$ cat src/rtl/tt_alu_accum_pipe.sv
`default_nettype none
// ============================================================================
// Module      : tt_alu_accum_pipe
// Description : Pipelined add / subtract / accumulate / load unit with an
//               optional unsigned saturation mode and status flags. It has
//               two valid/ready stages: S1 holds the computed result and S2
//               is the output register. It accepts one operation per cycle.
// Ports       : clk, rst            - clock, asynchronous active-high reset
//               in_valid/in_ready   - operation handshake (op, a, b)
//               out_valid/out_ready - result handshake (result, carry, zero, sat)
//               acc                 - current accumulator register
// Revision    : 1.0 - initial release
// ============================================================================
module tt_alu_accum_pipe #(
    parameter int WIDTH    = 8,
    parameter bit SATURATE = 1'b0
) (
    input  logic             clk,
    input  logic             rst,
    input  logic             in_valid,
    output logic             in_ready,
    input  logic [1:0]       op,
    input  logic [WIDTH-1:0] a,
    input  logic [WIDTH-1:0] b,
    output logic             out_valid,
    input  logic             out_ready,
    output logic [WIDTH-1:0] result,
    output logic             carry,
    output logic             zero,
    output logic             sat,
    output logic [WIDTH-1:0] acc
);

    localparam logic [1:0] c_OP_ADD  = 2'b00;
    localparam logic [1:0] c_OP_SUB  = 2'b01;
    localparam logic [1:0] c_OP_ACC  = 2'b10;
    localparam logic [1:0] c_OP_LOAD = 2'b11;

    logic [WIDTH-1:0] r_acc;
    logic             r_s1_valid;
    logic [WIDTH-1:0] r_s1_result;
    logic             r_s1_carry;
    logic             r_s1_zero;
    logic             r_s1_sat;
    logic             r_s2_valid;
    logic [WIDTH-1:0] r_s2_result;
    logic             r_s2_carry;
    logic             r_s2_zero;
    logic             r_s2_sat;

    logic             w_s2_adv;
    logic             w_s1_adv;
    logic             w_accept;
    logic [WIDTH-1:0] w_add_lhs;
    logic [WIDTH-1:0] w_add_rhs;
    logic [WIDTH:0]   w_sum;
    logic [WIDTH:0]   w_diff;
    logic [WIDTH-1:0] w_res;
    logic             w_carry;
    logic             w_sat;
    logic             w_zero;

    // Handshake: in_ready looks straight through both stages to out_ready so
    // a full pipeline can still accept while it drains.
    assign w_s2_adv = !r_s2_valid || out_ready;
    assign w_s1_adv = !r_s1_valid || w_s2_adv;
    assign in_ready = w_s1_adv && !rst;
    assign w_accept = in_valid && in_ready;

    // The arithmetic is done in the accept cycle. This lets ACC read the
    // live accumulator, so back-to-back ACC ops chain with no bubble.
    always_comb begin
        w_add_lhs = (op == c_OP_ACC) ? r_acc : a;
        w_add_rhs = (op == c_OP_ACC) ? a : b;
        w_sum     = {1'b0, w_add_lhs} + {1'b0, w_add_rhs};
        w_diff    = {1'b0, a} - {1'b0, b};
        w_res     = '0;
        w_carry   = 1'b0;
        w_sat     = 1'b0;
        case (op)
            c_OP_ADD, c_OP_ACC: begin
                w_res   = w_sum[WIDTH-1:0];
                w_carry = w_sum[WIDTH];
                if (SATURATE && w_carry) begin
                    w_res = '1;
                    w_sat = 1'b1;
                end
            end
            c_OP_SUB: begin
                // The top bit of the widened difference is the unsigned borrow.
                w_res   = w_diff[WIDTH-1:0];
                w_carry = w_diff[WIDTH];
                if (SATURATE && w_carry) begin
                    w_res = '0;
                    w_sat = 1'b1;
                end
            end
            default: begin
                w_res = a;
            end
        endcase
        w_zero = (w_res == '0);
    end

    // The accumulator is written only on an accept edge. A stall therefore
    // can never repeat or delay its update.
    always_ff @(posedge clk or posedge rst) begin
        if (rst) begin
            r_acc <= '0;
        end else if (w_accept) begin
            if (op == c_OP_ACC) begin
                r_acc <= w_res;
            end else if (op == c_OP_LOAD) begin
                r_acc <= a;
            end
        end
    end

    always_ff @(posedge clk or posedge rst) begin
        if (rst) begin
            r_s1_valid  <= 1'b0;
            r_s1_result <= '0;
            r_s1_carry  <= 1'b0;
            r_s1_zero   <= 1'b0;
            r_s1_sat    <= 1'b0;
        end else if (w_s1_adv) begin
            r_s1_valid <= w_accept;
            if (w_accept) begin
                r_s1_result <= w_res;
                r_s1_carry  <= w_carry;
                r_s1_zero   <= w_zero;
                r_s1_sat    <= w_sat;
            end
        end
    end

    // zero is registered rather than decoded from result. This keeps it 0
    // out of reset, even though result is also 0 then.
    always_ff @(posedge clk or posedge rst) begin
        if (rst) begin
            r_s2_valid  <= 1'b0;
            r_s2_result <= '0;
            r_s2_carry  <= 1'b0;
            r_s2_zero   <= 1'b0;
            r_s2_sat    <= 1'b0;
        end else if (w_s2_adv) begin
            r_s2_valid <= r_s1_valid;
            if (r_s1_valid) begin
                r_s2_result <= r_s1_result;
                r_s2_carry  <= r_s1_carry;
                r_s2_zero   <= r_s1_zero;
                r_s2_sat    <= r_s1_sat;
            end
        end
    end

    assign out_valid = r_s2_valid;
    assign result    = r_s2_result;
    assign carry     = r_s2_carry;
    assign zero      = r_s2_zero;
    assign sat       = r_s2_sat;
    assign acc       = r_acc;

endmodule
`default_nettype wire
$ cat config.mk
export PLATFORM = sky130hd
export DESIGN_NAME = tt_alu_accum_pipe
export DESIGN_NICKNAME = d
export VERILOG_FILES = /design/src/rtl/tt_alu_accum_pipe.sv
export SDC_FILE = /design/constraint.sdc
export NUM_CORES = 1
export LEC_CHECK = 0
export ABC_CLOCK_PERIOD_IN_PS = 2700
export CAP_MARGIN = 10
export CELL_PAD_IN_SITES_DETAIL_PLACEMENT = 1
export CELL_PAD_IN_SITES_GLOBAL_PLACEMENT = 2
export CORE_MARGIN = 3
export CORE_UTILIZATION = 32
export CTS_CLUSTER_SIZE = 16
export DETAILED_ROUTE_END_ITERATION = 12
export PLACE_DENSITY = 0.82
export SETUP_SLACK_MARGIN = 0.3
export SYNTH_ARGS = -nofsm -noshare
export SYNTH_HDL_FRONTEND = slang
export SYNTH_SLANG_ARGS = --single-unit
$ cat constraint.sdc
create_clock -name clk -period 2.7 [get_ports clk]
set_input_delay 0.81 -clock clk [delete_from_list [all_inputs] [get_ports clk]]
set_output_delay 0.81 -clock clk [all_outputs]
set_load 0.02 [all_outputs]
* Yosys cells after proc, flatten, opt, wreduce, memory -nomap -nowiden *
Cells that the tools add are included.

word-level totals
  word-level logic and storage cells = 34
  flip-flop bits (word level) = 30
  input port bits = 22

operators by class
  reductions and logical operators = 14
  add/subtract/negate cells = 2
  muxes and demuxes = 6
  equality and inequality tests = 3

operators with widths
  cell                  number
  $mux W8               4
  $pmux W8 S2           1
  $add A8 B8 Y9         1
  $sub A8 B8 Y9         1
  $logic_not A8 Y1      1
  $reduce_and A2 Y1     3
  $eq A2 B2 Y1 const B  2
  $logic_not A1 Y1      3
  $eq A2 B1 Y1 const B  1
  $logic_and A1 B1 Y1   2
  $logic_not A2 Y1      1
  $logic_or A1 B1 Y1    2
  $pmux W1 S2           1
  $reduce_bool A2 Y1    1
  $reduce_or A2 Y1      1

* Depth between registers and ports, before layout *
Gate-level depths: netlist of the first run.

  word-level depth = 6
  gate-level depth with buffers = 16
  gate-level depth less buffers = 13

* Worst setup path before layout of the first run *
OpenSTA, ideal clock, no wires.

  path type = input -> register
  start = input op[1]
  end = register r_s1_result[6]
  setup slack = -969 ps
  library setup time = 125 ps
  buffers on the path = 3
  stages on the path = 16
  arrival time = 3,544 ps
  cell sequence = buf_2 -> nand2b_1 -> clkbuf_1 -> clkbuf_1 -> nand2_1 -> o21ai_0 -> ha_1 -> inv_1 -> fa_1 -> nand2b_1 -> a21oi_1 -> a21o_1 -> a21oi_2 -> xnor2_1 -> o221a_1 -> mux2_4

on the way
  longest elaborated chain between the ends = 4
  elaborated cells on any way between the ends = 8
  classes of those cells = 1 x add/sub; 2 x eq/ne; 3 x mux; 2 x reduce/logical

RTL lines
  what                        RTL line    RTL
  start, declared             22          input logic [1:0] op,
  $eq A2 B2 Y1                73, 74, 80
  $mux W8 (on tied branches)  73, 74
  $add A8 B8 Y9               75          w_sum = {1'b0, w_add_lhs} + {1'b0, w_add_rhs};
  $pmux W8 S2 (*)             80          case (op)
  end signal, assigned        129         r_s1_result <= w_res;
  end, declared               41          logic [WIDTH-1:0] r_s1_result;

Every way passes the cells marked *; elsewhere a longest branch is shown, timed or not.
A chain may end at the register's enable or synchronous reset.

* Worst setup path after layout of the first run *
  start = input op[0]
  end = register r_s1_result[6]

The elaborated chain is that of the path after synthesis.

==> impl_metrics.csv, run 1 <==
group,metric,value,unit
run_status,status,"finished, violations left",
run_status,violations,"setup timing",
cells_and_area,design_area,3670,µm²
synth,synth_nets,287,
sta,setup_tns,-1600,ps
sta,finalMaxSlewViolations,0,
power,power.leakage,1.66,nW
detailed_routing,vias,2185,
floorplanning,die_area,8210,µm²
floorplanning,ios,43,
worst_setup_path,cp.arrival,3140,ps
synth,synth-main-ff-cell,"dfrtp_1",
detailed_routing,drtIter0Drc,89,
placed_design,dp.cells,425,
power,finalPower,2.13,mW
sta,clock.fmax,0.336,GHz
synth,yosysWarnings,0,
hold_path,hold_start,"r_s1_result[2]$_DFFE_PP0P_",
synth,synth-edff-count,0,
worst_setup_path,cp_slowest_cell,"fa_2",
clocking,cts.sinks,30,
synth,synth_compound_area_share,17.8,%
grt,antenna_found_initial,0,
sta,min_period,2980,ps
synth,synth_area_per_cell,9.28,µm²
clocking,numCtsBuffers,5,
synth,async_flop_share,100,%
clocking,clk_path_buf_depth,2,
clocking,clk-insertion-delay-late,280,ps
sta,final_hold_viol_count,0,
cells_and_area,n_antenna_cell,0,
sta,worst_slack,-279,ps
clocking,cts-root-buf,"clkbuf_8",
placed_design,hpwl,5.17,mm
synth,ys_types,47,
grt,grt_usage,16.7,%
sta,fin_crit_sh,110,%
cells_and_area,final_nets,386,
synth,synth-xor-area-share,2.68,%
floorplanning,dieWidth,90.6,µm
synth,synth_area_leaders,"dfrtp_1 (33%), mux2_2 (12%), ha_1 (8.7%)",
synth,yosysSeqAreaShare,32.8,%
worst_setup_path,cp_max_fo,5,
synth,synthAdderAreaFrac,10.5,%
cells_and_area,drive_gt1_share,42.4,%
synth,syn_inst,247,
power,p_per_area,580,nW/µm²
floorplanning,start_util,33.4,%
worst_setup_path,worst_setup_path_end_kind,"flip-flop",
worst_setup_path,rr_startpoint,"acc[0]$_DFFE_PP0P_",
worst_setup_path,criticalPathCategory,"input port to flip-flop",
clocking,cts_hold_buf,0,
detailed_routing,drtPass1Iterations,4,
grt,grt_first_pass_wirelength,11.1,mm
synth,synth_top_family_by_area,"compound AO/OA/AOI/OAI gates",
placed_design,port_buffers,41,
grt,grt_pass1_vias,2289,
synth,ys_seq_elements,30,
detailed_routing,drcViolationCount,0,
worst_setup_path,max_stage_delay,330,ps
detailed_routing,drtAntennaViolNets,0,
sta,rsz0062_at_grt,"true",
placed_design,gp_congestion,0.833,
detailed_routing,wl,6.71,mm
hold_path,hold_class,"flip-flop to flip-flop",
synth,synth_top_area_cell,"dfrtp_1",
floorplanning,rows,30,
grt,grt-ovfl-total,0,
sta,finClkSkew,10.3,ps
placed_design,dpl_cell_area,3300,µm²
clocking,path_clk_slew,60,ps
sta,setup_viol,9,
detailed_routing,avgViaCountPerCell,4.93,
clocking,cts_tree,"yes",
synth,synthSimpleGateAreaFrac,15.9,%
flow_run,drv_cap,0,
floorplanning,die_height,90.6,µm
worst_setup_path,cp-start-kind,"input port",
synth,syn-cell-area,2290,µm²
worst_setup_path,crit_start,"op[0]",
power,vdd_ir_drop_max,0.205,mV
worst_setup_path,worst_ep_required_time,2860,ps
floorplanning,core_area,6870,µm²
grt,grt_max_degree,31,
detailed_routing,wl_per_cell,15.1,µm
clocking,htreeDepth,2,
synth,synth_top_area_share,32.8,%
cells_and_area,final_cells,443,
cells_and_area,area_delta_synth_final,60.2,%
synth,muxShareOfSynthArea,15.6,%
worst_setup_path,cp_cell_sequence,"buf_8 -> nand2b_4 -> buf_6 -> mux2_4 -> ha_4 -> inv_2 -> fa_2 -> nand2b_4 -> a21oi_4 -> a21o_1 -> a21oi_2 -> xnor2_2 -> o221a_1 -> mux2_4",
placed_design,dp_slack,-1100,ps
[worst paths after layout]
path                                              end  slack, ps  cells past startpoint
max                        r_s1_result[6]$_DFFE_PP0P_       -280                     14
min                        r_s1_result[2]$_DFFE_PP0P_        470                      2
max reg2reg                r_s1_result[6]$_DFFE_PP0P_        270                     11
min reg2reg                r_s1_result[2]$_DFFE_PP0P_        470                      2
max in group asynchronous       result[0]$_DFFE_PP0P_       1620                      3
min in group asynchronous          acc[3]$_DFFE_PP0P_        800                      3
[stage by stage]
stage	hold slack, ps	util [%]
after CTS	479	52.0
after detailed placement	464	48.0
final	473	53.4
after floorplan	442	-
after global routing	513	53.4
after global placement	460	48.0
[flip-flops by register name, indices dropped and copies added, names as in the netlist]
signal	count
r_s1_zero	1
carry	1
r_s1_result	8
result	8
zero	1
out_valid	1
r_s1_valid	1
acc	8
r_s1_carry	1
[layer usage]
metal / part of all wire (%) / routed length, µm / up-vias / track usage (%)
met4: 1.9 / 127 / 0 / 5.36
met2: 51 / 3430 / 40 / 30.3
met1: 44 / 2960 / 1066 / 20.5
met3: 2.8 / 190 / 12 / 1.83
met5: 0 / 0 / - / 0
li1: - / - / 1067 / -
[critical path, delay by kind of cell]
family | cells | cell delay [ps]
adder cells (fa/ha/maj) | 2 | 470
multiplexers | 2 | 460
AO/OA/AOI/OAI | 4 | 660
XOR/XNOR | 1 | 150
buffers and inverters | 3 | 260
AND/OR/NAND/NOR | 2 | 320
[where the power goes]
group / leakage, nW / switching [mW] / internal, mW
clock: 0.0482 / 0.172 / 0.205
sequential: 0.366 / 0.0737 / 0.569
combinational: 1.24 / 0.515 / 0.595
[cell usage in the layout, fill, tap and decap left out, drive strengths merged, types with 3 or more instances in the layout]
cell / n
mux2i: 6
o21ai: 20
inv: 14
nand2: 30
dfrtp: 30
a21oi: 18
nand2b: 12
nor3: 4
ha: 16
clkbuf: 7
buf: 64
xor2: 3
o21a: 4
dlygate4sd2: 6
nor2: 18
o211ai: 3
xnor2: 4
o21bai: 3
clkdlybuf4s50: 32
mux2: 26
[cell type report]
class | count | area, µm²
Fill cell | 780 | 3200
Multi-Input combinational cell | 193 | 1750
Inverter | 14 | 52.6
Clock inverter | 1 | 5.00
Tap cell | 96 | 120
Clock buffer | 7 | 86.3
Sequential cell | 30 | 751
Timing Repair Buffer | 102 | 910
[cells by family after synthesis]
group / after synthesis
multiplexers: 32
flip-flops: 30
other: 1
AO/OA/AOI/OAI: 61
AND/OR/NAND/NOR: 74
XOR/XNOR: 7
buffers and inverters: 24
adder cells (fa/ha/maj): 18
[cells in the mapped netlist (all sizes together) (3+ instances only)]
master and instances:
a21oi 18, buf 6, clkbuf 4, dfrtp 30, ha 16, inv 14, mux2 26, mux2i 6
nand2 30, nand2b 12, nor2 18, nor3 4, o211ai 3, o21a 4, o21ai 20, o21bai 3
xnor2 4, xor2 3
[timing repair]
action                     4_1_cts  5_1_grt
setup endpoints to repair       18       15
cloned                           0        0
gates resized for setup         52       13
buffers inserted                 5        5
pin swaps                       18       18
Power figures use the tool's default switching activity.
==> inputs of run 2 (changes only) <==
- CORE_MARGIN: 3 -> 2
==> impl_metrics.csv, run 2 (synthesis gave the netlist of run 1 again) <==
group,metric,value,unit
hold_path,hold_class,"flip-flop to flip-flop",
floorplanning,ios,43,
detailed_routing,drtAntennaViolNets,0,
clocking,cts.sinks,30,
cells_and_area,ff_latch_area,751,µm²
sta,final_hold_viol_count,0,
worst_setup_path,crit_buf_inv,4,
worst_setup_path,cp_cell_sequence,"buf_8 -> nand2b_4 -> buf_6 -> buf_12 -> mux2_4 -> ha_4 -> a211oi_4 -> buf_6 -> nor4b_4 -> o21a_1 -> or3_4 -> and3_4 -> nand4_2 -> o31ai_2",
sta,finClkSkew,11.8,ps
grt,antenna_found_initial,0,
cells_and_area,design_area,3750,µm²
floorplanning,die_height,88.6,µm
worst_setup_path,worst_setup_path_end_kind,"flip-flop",
power,p_switching,803,µW
cells_and_area,final_nets,392,
power,p_int,1.35,mW
clocking,clk-insertion-delay-late,290,ps
cells_and_area,final_cells,448,
power,p_comb_share,53.4,%
worst_setup_path,cp_slowest_cell,"or3_4",
worst_setup_path,worst_ep_required_time,2870,ps
floorplanning,start_util,33.4,%
cells_and_area,drive_gt1_share,44.9,%
flow_run,drv_cap,0,
sta,fin_crit_sh,111,%
power,p_per_area,573,nW/µm²
detailed_routing,wl_per_cell,17.0,µm
detailed_routing,drtIter0Drc,110,
cells_and_area,final_cell_mix,"buf_4 (57), dfrtp_1 (30), clkdlybuf4s50_1 (29), nand2_1 (27), mux2_2 (20)",
placed_design,dpl_cell_area,3320,µm²
clocking,htreeDepth,2,
sta,min_period,2990,ps
grt,grt_usage,20.3,%
worst_setup_path,path_delay_family,"simple AND/OR/NAND/NOR gates",
sta,worst_slack,-288,ps
detailed_routing,wl,7.62,mm
clocking,cts_tree,"yes",
floorplanning,rows,30,
power,seq_power_share,29.9,%
hold_path,hold_start,"r_s1_result[2]$_DFFE_PP0P_",
placed_design,dp.cells,428,
clocking,path_clk_slew,70,ps
clocking,clk_path_buf_depth,2,
detailed_routing,drtPass1Iterations,4,
clocking,numCtsBuffers,5,
power,vdd_ir_drop_max,0.188,mV
cells_and_area,n_antenna_cell,0,
sta,clock.fmax,0.335,GHz
worst_setup_path,cp-start-kind,"input port",
worst_setup_path,max_stage_delay,350,ps
detailed_routing,vias,2254,
cells_and_area,area_delta_synth_final,63.8,%
placed_design,gp_congestion,0.770,
placed_design,hpwl,5.43,mm
grt,grt_max_degree,31,
cells_and_area,mostFrequentLayoutCell,"buf_4",
cells_and_area,final.fill_count,767,
grt,grt_pass1_vias,2341,
run_status,status,"finished, violations left",
detailed_routing,drcViolationCount,0,
placed_design,dp_slack,-1090,ps
power,p_sw_share,37.3,%
worst_setup_path,cp.arrival,3160,ps
run_status,violations,"setup timing",
worst_setup_path,cpMostUsedCell,"buf_6",
worst_setup_path,crit_start,"op[0]",
cells_and_area,multi_input_area,1780,µm²
sta,finalMaxSlewViolations,0,
worst_setup_path,rr_startpoint,"acc[0]$_DFFE_PP0P_",
grt,grt-ovfl-total,0,
sta,rsz0062_at_grt,"true",
floorplanning,core_area,6870,µm²
floorplanning,die_area,7850,µm²
sta,setup_viol,8,
worst_setup_path,criticalPathCategory,"input port to flip-flop",
placed_design,port_buffers,41,
clocking,cts-root-buf,"clkbuf_8",
worst_setup_path,cp_max_fo,7,
power,pwr-share-clk,16.7,%
power,power.leakage,1.71,nW
grt,grt_first_pass_wirelength,12.0,mm
detailed_routing,avgViaCountPerCell,5.03,
floorplanning,dieWidth,88.6,µm
-- run 2: cell count changes in the layout (fill, tap and decap cells not counted), sizes merged --
| cell | delta |
|---|---|
| clkdlybuf4s50 | -3 |
| clkbuf | -1 |
| clkinv | +1 |
| clkdlybuf4s15 | +1 |
| buf | +6 |
| dlymetal6s2s | +1 |
-- run 2: worst reg2reg max path: stages (launching register included) --
cell and delay (ps):
dfrtp_1 400, mux2_4 290, ha_4 170, buf_4 130
a211oi_4 300, buf_6 150, nor4b_4 40, o21a_1 180
or3_4 350, and3_4 170, nand4_2 70, o31ai_2 80
-- run 2: timing repair --
item / CTS / global route
setup buffers: 6 / 6
hold buffers: 0 / 0
gates cloned: 1 / 0
resized for setup: 63 / 20
endpoints found under the setup margin: 17 / 16
pin swaps: 21 / 17
-- run 2: layout make-up --
type	count	area share, %
clock buffer	5	1.83
clock inverter	2	0.267
sequential	30	20.0
tap	96	3.20
multi-input combinational	193	47.5
timing repair buffer	108	25.8
inverter	14	1.40
-- run 2: worst paths after layout --
path | end | slack [ps] | cells past startpoint
worst min-delay path | r_s1_result[2]$_DFFE_PP0P_ | 470 | 2
min in group asynchronous | r_s1_carry$_DFFE_PP0P_ | 690 | 3
worst max-delay path | r_s1_zero$_DFFE_PP0P_ | -290 | 14
worst min register to register | r_s1_result[2]$_DFFE_PP0P_ | 470 | 2
max in group asynchronous | result[0]$_DFFE_PP0P_ | 1710 | 3
worst max register to register | r_s1_zero$_DFFE_PP0P_ | 260 | 11
-- run 2: metrics by stage --
step                      setup TNS, ps  util, %  power, mW  hold slack, ps
after floorplan                   -2100        -       1.20             442
final                             -1730     54.6       2.15             472
after global placement           -12300     48.3       1.60             456
after detailed placement         -13350     48.3       1.64             462
after CTS                         -1510     52.8       2.10             478
after global routing              -2560     54.6       2.28             507
-- run 2: power groups by stage --
| stage | combinational [mW] | clock (mW) | sequential [mW] |
|---|---|---|---|
| final | 1.15 | 0.360 | 0.643 |
| after global routing | 1.24 | 0.385 | 0.658 |
| after CTS | 1.09 | 0.367 | 0.645 |
| after detailed placement | 0.986 | 0 | 0.653 |
| after global placement | 0.958 | 0 | 0.646 |
| after floorplan | 0.463 | 0 | 0.741 |
-- run 2: metal layers --
layer	wire, µm	up-vias	track usage [%]
met5	0	-	0
met4	179	0	7.30
met3	211	12	1.87
met2	3970	57	35.5
met1	3260	1115	26.0
li1	-	1070	-
==> inputs of run 3 (changes only) <==
- CORE_ASPECT_RATIO: not set -> 0.75
==> impl_metrics.csv, run 3 (synthesis gave the netlist of run 1 again) <==
group,metric,value,unit
floorplanning,start_util,33.4,%
clocking,htreeDepth,2,
sta,final_hold_viol_count,0,
power,finalPower,2.14,mW
power,power.leakage,1.63,nW
floorplanning,die_area,7860,µm²
clocking,clk_path_buf_depth,2,
clocking,numCtsBuffers,5,
grt,grt_first_pass_wirelength,12.5,mm
grt,antenna_found_initial,0,
cells_and_area,n_antenna_cell,0,
floorplanning,rows,26,
worst_setup_path,worst_ep_required_time,2860,ps
cells_and_area,area_delta_synth_final,56.6,%
worst_setup_path,cp.arrival,3100,ps
worst_setup_path,max_stage_delay,380,ps
sta,finClkSkew,15.0,ps
worst_setup_path,crit_buf_inv,3,
worst_setup_path,cp_slowest_cell,"or3_4",
clocking,clk-insertion-delay-late,290,ps
detailed_routing,wl,7.58,mm
detailed_routing,avgViaCountPerCell,4.93,
sta,worst_slack,-244,ps
cells_and_area,drive_gt1_share,41.2,%
grt,grt-ovfl-total,0,
sta,rsz0062_at_grt,"true",
placed_design,gp_congestion,0.790,
detailed_routing,drcViolationCount,0,
sta,min_period,2940,ps
grt,grt_max_degree,31,
worst_setup_path,path_delay_family,"simple AND/OR/NAND/NOR gates",
sta,clock.fmax,0.340,GHz
cells_and_area,final_cell_mix,"buf_4 (56), dfrtp_1 (30), clkdlybuf4s50_1 (30), nand2_1 (28), mux2_2 (23)",
worst_setup_path,worst_setup_path_end_kind,"flip-flop",
power,vdd_ir_drop_max,0.290,mV
detailed_routing,wl_per_cell,17.1,µm
sta,fin_crit_sh,109,%
placed_design,port_buffers,41,
clocking,cts_tree,"yes",
worst_setup_path,cp-start-kind,"input port",
cells_and_area,mostFrequentLayoutCell,"buf_4",
power,p_per_area,597,nW/µm²
clocking,path_clk_slew,60,ps
detailed_routing,vias,2183,
clocking,cts-root-buf,"clkbuf_8",
run_status,status,"finished, violations left",
cells_and_area,final_nets,384,
floorplanning,dieWidth,102,µm
placed_design,dp_slack,-1000,ps
sta,setup_viol,9,
worst_setup_path,cp_cell_sequence,"buf_8 -> nand2b_4 -> buf_4 -> mux2_4 -> ha_4 -> a211oi_2 -> buf_4 -> nor4b_4 -> o21a_1 -> or3_4 -> and3_4 -> nand4_2 -> o31ai_2",
floorplanning,ios,43,
detailed_routing,drtPass1Iterations,4,
grt,grt_usage,20.7,%
clocking,cts.sinks,30,
floorplanning,die_height,77.3,µm
grt,grt_pass1_vias,2439,
run_status,violations,"setup timing",
sta,finalMaxSlewViolations,0,
floorplanning,core_area,6860,µm²
detailed_routing,drtIter0Drc,47,
worst_setup_path,cpMostUsedCell,"buf_4",
cells_and_area,final.fill_count,783,
placed_design,dp.cells,425,
worst_setup_path,cp_max_fo,8,
worst_setup_path,criticalPathCategory,"input port to flip-flop",
hold_path,hold_class,"flip-flop to flip-flop",
cells_and_area,final_cells,443,
detailed_routing,drtAntennaViolNets,0,
flow_run,drv_cap,0,
placed_design,hpwl,5.68,mm
-- run 3: per-stage QoR --
stage	hold WS, ps	TNS [ps]	area, µm²	util [%]
3_5_place_dp	479	-12010	3270	47.6
3_3_place_gp	470	-11080	3270	47.6
5_1_grt	518	-2260	3590	52.3
6_report	490	-1430	3590	52.3
2_1_floorplan	442	-2100	2470	-
4_1_cts	494	-1080	3510	51.1
-- run 3: worst paths after layout --
kind / startpoint / endpoint / slack, ps / cells after the start
worst max-delay path: op[0] / r_s1_zero$_DFFE_PP0P_ / -240 / 13
worst min-delay path: r_s1_zero$_DFFE_PP0P_ / r_s1_zero$_DFFE_PP0P_ / 490 / 2
worst max register to register: acc[0]$_DFFE_PP0P_ / r_s1_result[6]$_DFFE_PP0P_ / 280 / 11
worst min register to register: r_s1_zero$_DFFE_PP0P_ / r_s1_zero$_DFFE_PP0P_ / 490 / 2
max in group asynchronous: rst / carry$_DFFE_PP0P_ / 1400 / 3
min in group asynchronous: rst / result[3]$_DFFE_PP0P_ / 990 / 3
-- run 3: area by class of cell --
type / count / area, µm² / area share (%)
flip-flops and latches: 30 / 751 / 20.9
multi-input cells: 193 / 1700 / 47.4
clock buffers: 7 / 86.3 / 2.41
repair buffers: 100 / 870 / 24.2
inverters: 14 / 52.6 / 1.46
clock inverters: 1 / 5.00 / 0.139
well taps: 98 / 123 / 3.42
-- run 3: layer usage --
layer | up-vias | track usage [%] | part of all wire [%]
met1 | 1067 | 27.6 | 48
met3 | 10 | 4.28 | 3.5
met4 | 0 | 5.95 | 1.4
met2 | 45 | 33.6 | 47
met5 | - | 0 | 0
li1 | 1061 | - | -
-- run 3: worst register-to-register path, cell delays in order, from the launching register on --
cell and delay [ps]:
dfrtp_1 410, mux2_4 190, ha_4 130, inv_2 40
fa_2 330, nand2b_4 150, a21oi_4 150, a21o_1 150
a21oi_2 70, xnor2_2 140, o221a_1 270, mux2_4 270
-- run 3: what timing repair did --
item | in CTS | in global routing
setup buffers | 7 | 3
gates resized for setup | 45 | 14
setup endpoints to repair | 17 | 15
pin swaps | 17 | 13
hold buffers | 0 | 0
-- run 3: power breakdown --
group | switching, mW | total [mW] | internal (mW)
registers | 0.0760 | 0.645 | 0.569
logic | 0.522 | 1.10 | 0.580
clock network | 0.189 | 0.394 | 0.206
total | 0.787 | 2.14 | 1.35
